--- src/rtl/dbus_arbiter.sv ---
// dbus_arbiter
//   Shares the single data-bus port that feeds the bus bridge (DM + TC0/TC1)
//   between two masters. M0 is the CPU M-stage and M1 is the secondary
//   master (loader/DMA). At most one master is granted per cycle. Read data
//   returns one cycle after the grant and is routed back to the master that
//   issued the read. Arbitration is round-robin or fixed priority. M1 can
//   also hold a bounded bus lock for bursts.
//
// Parameters
//   RR_EN     1: round-robin between M0/M1, 0: fixed priority (M0 wins)
//   LOCK_MAX  maximum consecutive M1 grants while m1_lock is held (1..255)
//
// Ports
//   clk, reset                  system clock, synchronous active-high reset
//   mX_req/addr/wdata/byteen    master request; byteen == 4'b0000 is a read
//   mX_gnt                      request accepted this cycle (combinational)
//   mX_rvalid/rdata             read return, one cycle after a read grant
//   m1_lock                     M1 asks to keep the bus for back-to-back beats
//   bus_addr/wdata/byteen       to bridge, all zero on idle cycles
//   bus_rdata                   from bridge, valid the cycle after the address
//
// FSM states
//   state      | meaning
//   ST_ARB     | normal arbitration (round-robin or fixed priority)
//   ST_LOCKED  | M1 burst lock; M1 wins whenever it requests
module dbus_arbiter #(
  parameter bit          RR_EN    = 1'b1,
  parameter int unsigned LOCK_MAX = 8
) (
  input  logic        clk,
  input  logic        reset,

  input  logic        m0_req,
  input  logic [31:0] m0_addr,
  input  logic [31:0] m0_wdata,
  input  logic [3:0]  m0_byteen,
  output logic        m0_gnt,
  output logic        m0_rvalid,
  output logic [31:0] m0_rdata,

  input  logic        m1_req,
  input  logic [31:0] m1_addr,
  input  logic [31:0] m1_wdata,
  input  logic [3:0]  m1_byteen,
  input  logic        m1_lock,
  output logic        m1_gnt,
  output logic        m1_rvalid,
  output logic [31:0] m1_rdata,

  output logic [31:0] bus_addr,
  output logic [31:0] bus_wdata,
  output logic [3:0]  bus_byteen,
  input  logic [31:0] bus_rdata
);

  localparam logic [0:0] ST_ARB    = 1'b0;
  localparam logic [0:0] ST_LOCKED = 1'b1;

  localparam logic SEL_M0 = 1'b0;
  localparam logic SEL_M1 = 1'b1;

  localparam logic [7:0] LOCK_MAX_C = 8'(LOCK_MAX);

  logic [0:0] state_q, state_d;
  logic       last_q, last_d;
  logic [7:0] lock_cnt_q, lock_cnt_d;
  logic       yield_q, yield_d;

  logic        gnt0, gnt1;
  logic        m0_rv_q, m1_rv_q;
  logic [31:0] m0_rdata_q, m1_rdata_q;

  // Grant decode: combinational from the requests and the registered state.
  // Nothing is granted while reset is asserted.
  always_comb begin
    gnt0 = 1'b0;
    gnt1 = 1'b0;
    if (!reset) begin
      if (state_q == ST_LOCKED) begin
        if (m1_req)      gnt1 = 1'b1;
        else if (m0_req) gnt0 = 1'b1;
      end else if (m0_req && m1_req) begin
        // A forced lock exit leaves yield set, so M0 gets the next contest
        // even under fixed priority.
        if (yield_q || !RR_EN)    gnt0 = 1'b1;
        else if (last_q == SEL_M1) gnt0 = 1'b1;
        else                      gnt1 = 1'b1;
      end else begin
        gnt0 = m0_req;
        gnt1 = m1_req;
      end
    end
  end

  always_comb begin
    state_d    = state_q;
    last_d     = last_q;
    lock_cnt_d = lock_cnt_q;
    yield_d    = yield_q;

    if (gnt0) last_d = SEL_M0;
    if (gnt1) last_d = SEL_M1;

    // Yield only matters while M0 is actually waiting.
    if (gnt0 || !m0_req) yield_d = 1'b0;

    case (state_q)
      ST_ARB: begin
        if (gnt1 && m1_lock) begin
          // With LOCK_MAX == 1 the first locked grant already exhausts the
          // budget, so treat it as an immediate forced exit.
          if (LOCK_MAX_C <= 8'd1) begin
            yield_d = 1'b1;
          end else begin
            state_d    = ST_LOCKED;
            lock_cnt_d = 8'd1;
          end
        end
      end
      ST_LOCKED: begin
        if (gnt1) lock_cnt_d = lock_cnt_q + 8'd1;
        if (gnt1 && ((lock_cnt_q + 8'd1) == LOCK_MAX_C)) begin
          state_d    = ST_ARB;
          lock_cnt_d = 8'd0;
          yield_d    = 1'b1;
          last_d     = SEL_M1;
        end else if (!m1_lock) begin
          state_d    = ST_ARB;
          lock_cnt_d = 8'd0;
        end
      end
      default: begin
        state_d    = ST_ARB;
        lock_cnt_d = 8'd0;
      end
    endcase
  end

  always_ff @(posedge clk) begin
    if (reset) begin
      state_q    <= ST_ARB;
      last_q     <= SEL_M1;
      lock_cnt_q <= 8'd0;
      yield_q    <= 1'b0;
      m0_rv_q    <= 1'b0;
      m1_rv_q    <= 1'b0;
      m0_rdata_q <= 32'd0;
      m1_rdata_q <= 32'd0;
    end else begin
      state_q    <= state_d;
      last_q     <= last_d;
      lock_cnt_q <= lock_cnt_d;
      yield_q    <= yield_d;
      // The owner flags double as the read-return valids of the next cycle.
      m0_rv_q    <= gnt0 && (m0_byteen == 4'b0000);
      m1_rv_q    <= gnt1 && (m1_byteen == 4'b0000);
      if (m0_rv_q) m0_rdata_q <= bus_rdata;
      if (m1_rv_q) m1_rdata_q <= bus_rdata;
    end
  end

  assign m0_gnt = gnt0;
  assign m1_gnt = gnt1;

  // Gating with reset cancels a return that is pending when reset arrives.
  assign m0_rvalid = m0_rv_q & ~reset;
  assign m1_rvalid = m1_rv_q & ~reset;

  // Data goes straight through in the return cycle. The register keeps the
  // last value for the cycles after that.
  assign m0_rdata = m0_rvalid ? bus_rdata : m0_rdata_q;
  assign m1_rdata = m1_rvalid ? bus_rdata : m1_rdata_q;

  always_comb begin
    bus_addr   = 32'd0;
    bus_wdata  = 32'd0;
    bus_byteen = 4'b0000;
    if (gnt0) begin
      bus_addr   = m0_addr;
      bus_wdata  = m0_wdata;
      bus_byteen = m0_byteen;
    end else if (gnt1) begin
      bus_addr   = m1_addr;
      bus_wdata  = m1_wdata;
      bus_byteen = m1_byteen;
    end
  end

endmodule

--- config.mk ---
export PLATFORM = sky130hd
export DESIGN_NAME = dbus_arbiter
export DESIGN_NICKNAME = d
export VERILOG_FILES = /design/src/rtl/dbus_arbiter.sv
export SDC_FILE = /design/constraint.sdc
export NUM_CORES = 1
export LEC_CHECK = 0
export CORE_ASPECT_RATIO = 0.75
export CORE_UTILIZATION = 25
export DETAILED_ROUTE_END_ITERATION = 8
export SLEW_MARGIN = 10
export SYNTH_ARGS = -nofsm -noshare
export SYNTH_HDL_FRONTEND = slang
export SYNTH_SLANG_ARGS = --single-unit
--- constraint.sdc ---
create_clock -name clk -period 2.1 [get_ports clk]
set_clock_uncertainty 0.2 [all_clocks]
set_input_delay 0.315 -clock clk [delete_from_list [all_inputs] [get_ports clk]]
set_output_delay 0.315 -clock clk [all_outputs]
set_load 0.005 [all_outputs]
==> results.sh <==
export IMPL_synthToLayoutAreaGrowth_pct=107.2
export IMPL_cts_max_level=3
export IMPL_worstMarginPinSlew_ns=0.6348
export IMPL_synthArstFlopShare_pct=0
export IMPL_leakage_nw=3.929
export IMPL_path_buf_inv=5
export IMPL_cts_sinks=77
export IMPL_yosysMostFrequentCell="dfxtp_1"
export IMPL_hold_end="m0_rdata_q[25]$_SDFFE_PP0P_"
export IMPL_ant_nets=0
export IMPL_grt_max_degree=61
export IMPL_port_buffers=308
export IMPL_max_freq_mhz=421.6
export IMPL_syn_cell_area_um2=4372
export IMPL_cp_slowest_cell="dfxtp_2"
export IMPL_rows=41
export IMPL_clock_latency_ns=0.33
export IMPL_start_util_pct=25.75
export IMPL_place_gp_congestion=0.9867
export IMPL_rsz0062_at_grt="yes"
export IMPL_period_share_pct=112.9
export IMPL_hp_class="in -> reg"
export IMPL_gr_total_overflow=0
export IMPL_yosys_area_top_type="dfxtp_1"
export IMPL_path_cells="o21bai_4, buf_6, o211ai_4, inv_6, buf_8, buf_4, a22o_1, buf_2"
export IMPL_reg2regPathDepth=8
export IMPL_drive_gt1_share_pct=41.03
export IMPL_clock_path_buffers=2
export IMPL_synthDistinctLibCells=41
export IMPL_final_max_slew_violation_count=0
export IMPL_period_needed_ns=2.372
export IMPL_grt_pass1_wl_um=30430
export IMPL_p_total_w=0.003901
export IMPL_antenna_found_initial=1
export IMPL_die_h_um=116.5
export IMPL_postCtsHoldBufs=0
export IMPL_slew_headroom_pct=57.68
export IMPL_critPathCaptureType="output port"
export IMPL_dp_hpwl_um=14230
export IMPL_clk_pin_slew_worst_paths_ns=0.06
export IMPL_die_w_um=154.7
export IMPL_crit_fanout=7
export IMPL_syn_avg_cell_area_um2=9.629
export IMPL_setup_slack_ns=-0.2717
export IMPL_ys_flop_type="dfxtp_1"
export IMPL_yosysSeqAreaShare_pct=35.26
export IMPL_violations="setup timing"
export IMPL_syn_num_nets=628
export IMPL_dieArea_um2=18030
export IMPL_final_hold_violation_count=0
export IMPL_numCtsBuffers=9
export IMPL_ys_top_cells_by_count="dfxtp_1 (77), nor2_1 (69), a22o_1 (68)"
export IMPL_holdWs_ns=0.1458
export IMPL_route_vias_total=5147
export IMPL_synthesis_instances=454
export IMPL_reg2reg_from="yield_q$_SDFF_PP0_"
export IMPL_crit_type="reg -> out"
export IMPL_drt_total_wl_um=20750
export IMPL_synth_area_leaders="dfxtp_1 (35%), mux2i_1 (15%), a22o_1 (14%)"
export IMPL_timing_critical_path_required_ns=1.58
export IMPL_netlist_area_leader_share_pct=35.26
export IMPL_setup_violations=95
export IMPL_slowest_delay_ns=0.32
export IMPL_grt_pass1_vias=5106
export IMPL_viasPerCell=4.718
export IMPL_drt_iter0_drc=261
export IMPL_ys_ff_latch=77
export IMPL_synth_edf_count=0
export IMPL_r2r_setup_slack_ns=0.09
export IMPL_status="finished with violations"
export IMPL_min_from="reset"
export IMPL_arrival_ns=1.86
export IMPL_route_detailed_drc=0
export IMPL_start_kind="flip-flop"
export IMPL_maxCapViolCount=0
export IMPL_ys_warn_count=0
export IMPL_nets=1022
export IMPL_io_pins=309
export IMPL_cts_tree="built"
export IMPL_drt_pass1_iterations=4
export IMPL_power_ir_vdd_worst_v=0.0003176
export IMPL_wire_per_inst_um=19.02
export IMPL_holdPathStages=3
export IMPL_cpLargestDelayFamily="buffers and inverters"
export IMPL_r2r_end="lock_cnt_q[0]$_SDFFE_PP0P_"
export IMPL_core_area_um2=16980
export IMPL_cts_root_buf="clkbuf_16"
export IMPL_globalRouteTotalUtil_pct=22.20
export IMPL_power_density_nw_per_um2=430.7
==> registers in the layout, indices dropped and copies added (netlist names) <==
name        flops
yield_q         1
lock_cnt_q      8
m0_rv_q         1
m1_rdata_q     32
m1_rv_q         1
state_q         1
m0_rdata_q     32
last_q          1
==> cells by family after synthesis <==
family / synth area share, %
xor+xnor: 0.6011
simple gates: 11.02
compound gates: 17.29
flops: 35.26
mux: 31.45
fa+ha+maj: 0.2862
buf+inv: 4.093
==> per-stage QoR <==
| step | instances | setup WS (ns) | utilization, % | setup TNS (ns) | cell area (um2) |
|---|---|---|---|---|---|
| final | 1091 | -0.2717 | 53.34 | -16.92 | 9057 |
| after global routing | 1090 | -0.3345 | 53.33 | -23.97 | 9055 |
| after floorplan | 454 | 0.004158 | - | 0 | 4372 |
| after CTS | 1078 | -0.2976 | 52.52 | -21.21 | 8917 |
| after global placement | 1001 | -0.5488 | 47.10 | -45.31 | 7998 |
| after detailed placement | 1001 | -0.6323 | 47.10 | -49.55 | 7998 |
==> timing repair <==
action	in CTS	in global routing
cloned	11	1
gates resized for setup	549	101
setup buffers	51	19
setup endpoints to repair	137	132
pin swaps	8	33
==> cell usage in the layout, fill, tap and decap left out, types with 4 or more instances in the layout <==
cell type        count
mux2_1               4
mux2i_1             64
buf_8                8
buf_16               5
mux2_2              27
clkdlybuf4s50_1    170
buf_2               80
nand2_1             10
clkbuf_2            26
a21oi_1              8
clkbuf_16           10
inv_1                4
dfxtp_2              7
buf_4               49
buf_12              20
nand3_1              7
dfxtp_1             68
dlygate4sd2_1        4
nor2_1              69
buf_6               56
a22o_1              68
mux2_4              33
==> how the worst max path moves through the flow <==
stage | from | to | depth (start not counted)
2_1_floorplan | m1_rv_q$_SDFF_PP0_ | m1_rdata[22] | 5
3_3_place_gp | m1_req | bus_addr[30] | 6
3_5_place_dp | m1_req | bus_addr[30] | 6
4_1_cts | state_q$_SDFF_PP0_ | bus_wdata[18] | 8
5_1_grt | state_q$_SDFF_PP0_ | bus_addr[29] | 8
6_report | state_q$_SDFF_PP0_ | bus_wdata[18] | 8
==> report_power, final <==
group / leakage [nW] / switching [W] / internal (W)
sequential: 0.625 / 0.00000773 / 0.00147
combinational: 3.16 / 0.000333 / 0.000611
clock: 0.143 / 0.000639 / 0.000841
total: 3.93 / 0.000980 / 0.00292
==> layout make-up <==
class	count	area (um2)
inverter	6	27.53
multi-input combinational	331	2851
timing repair buffer	423	4036
fill	1536	7923
clock inverter	6	45.04
antenna	2	5.005
clock buffer	10	239.0
sequential	77	1558
tap	236	295.3
==> worst min-delay path: stages <==
cell and delay (ns):
buf_2 0.16, buf_4 0.13, nor2_1 0.04
==> per-layer routing <==
metal	global-route usage, %	vias to the layer above	routed length [um]
met3	5.232	27	1087
met5	0	-	0
met1	30.08	2476	9749
li1	-	2462	-
met4	4.884	0	255
met2	35.90	182	9658
No activity file was read; power rests on OpenSTA's default activity.
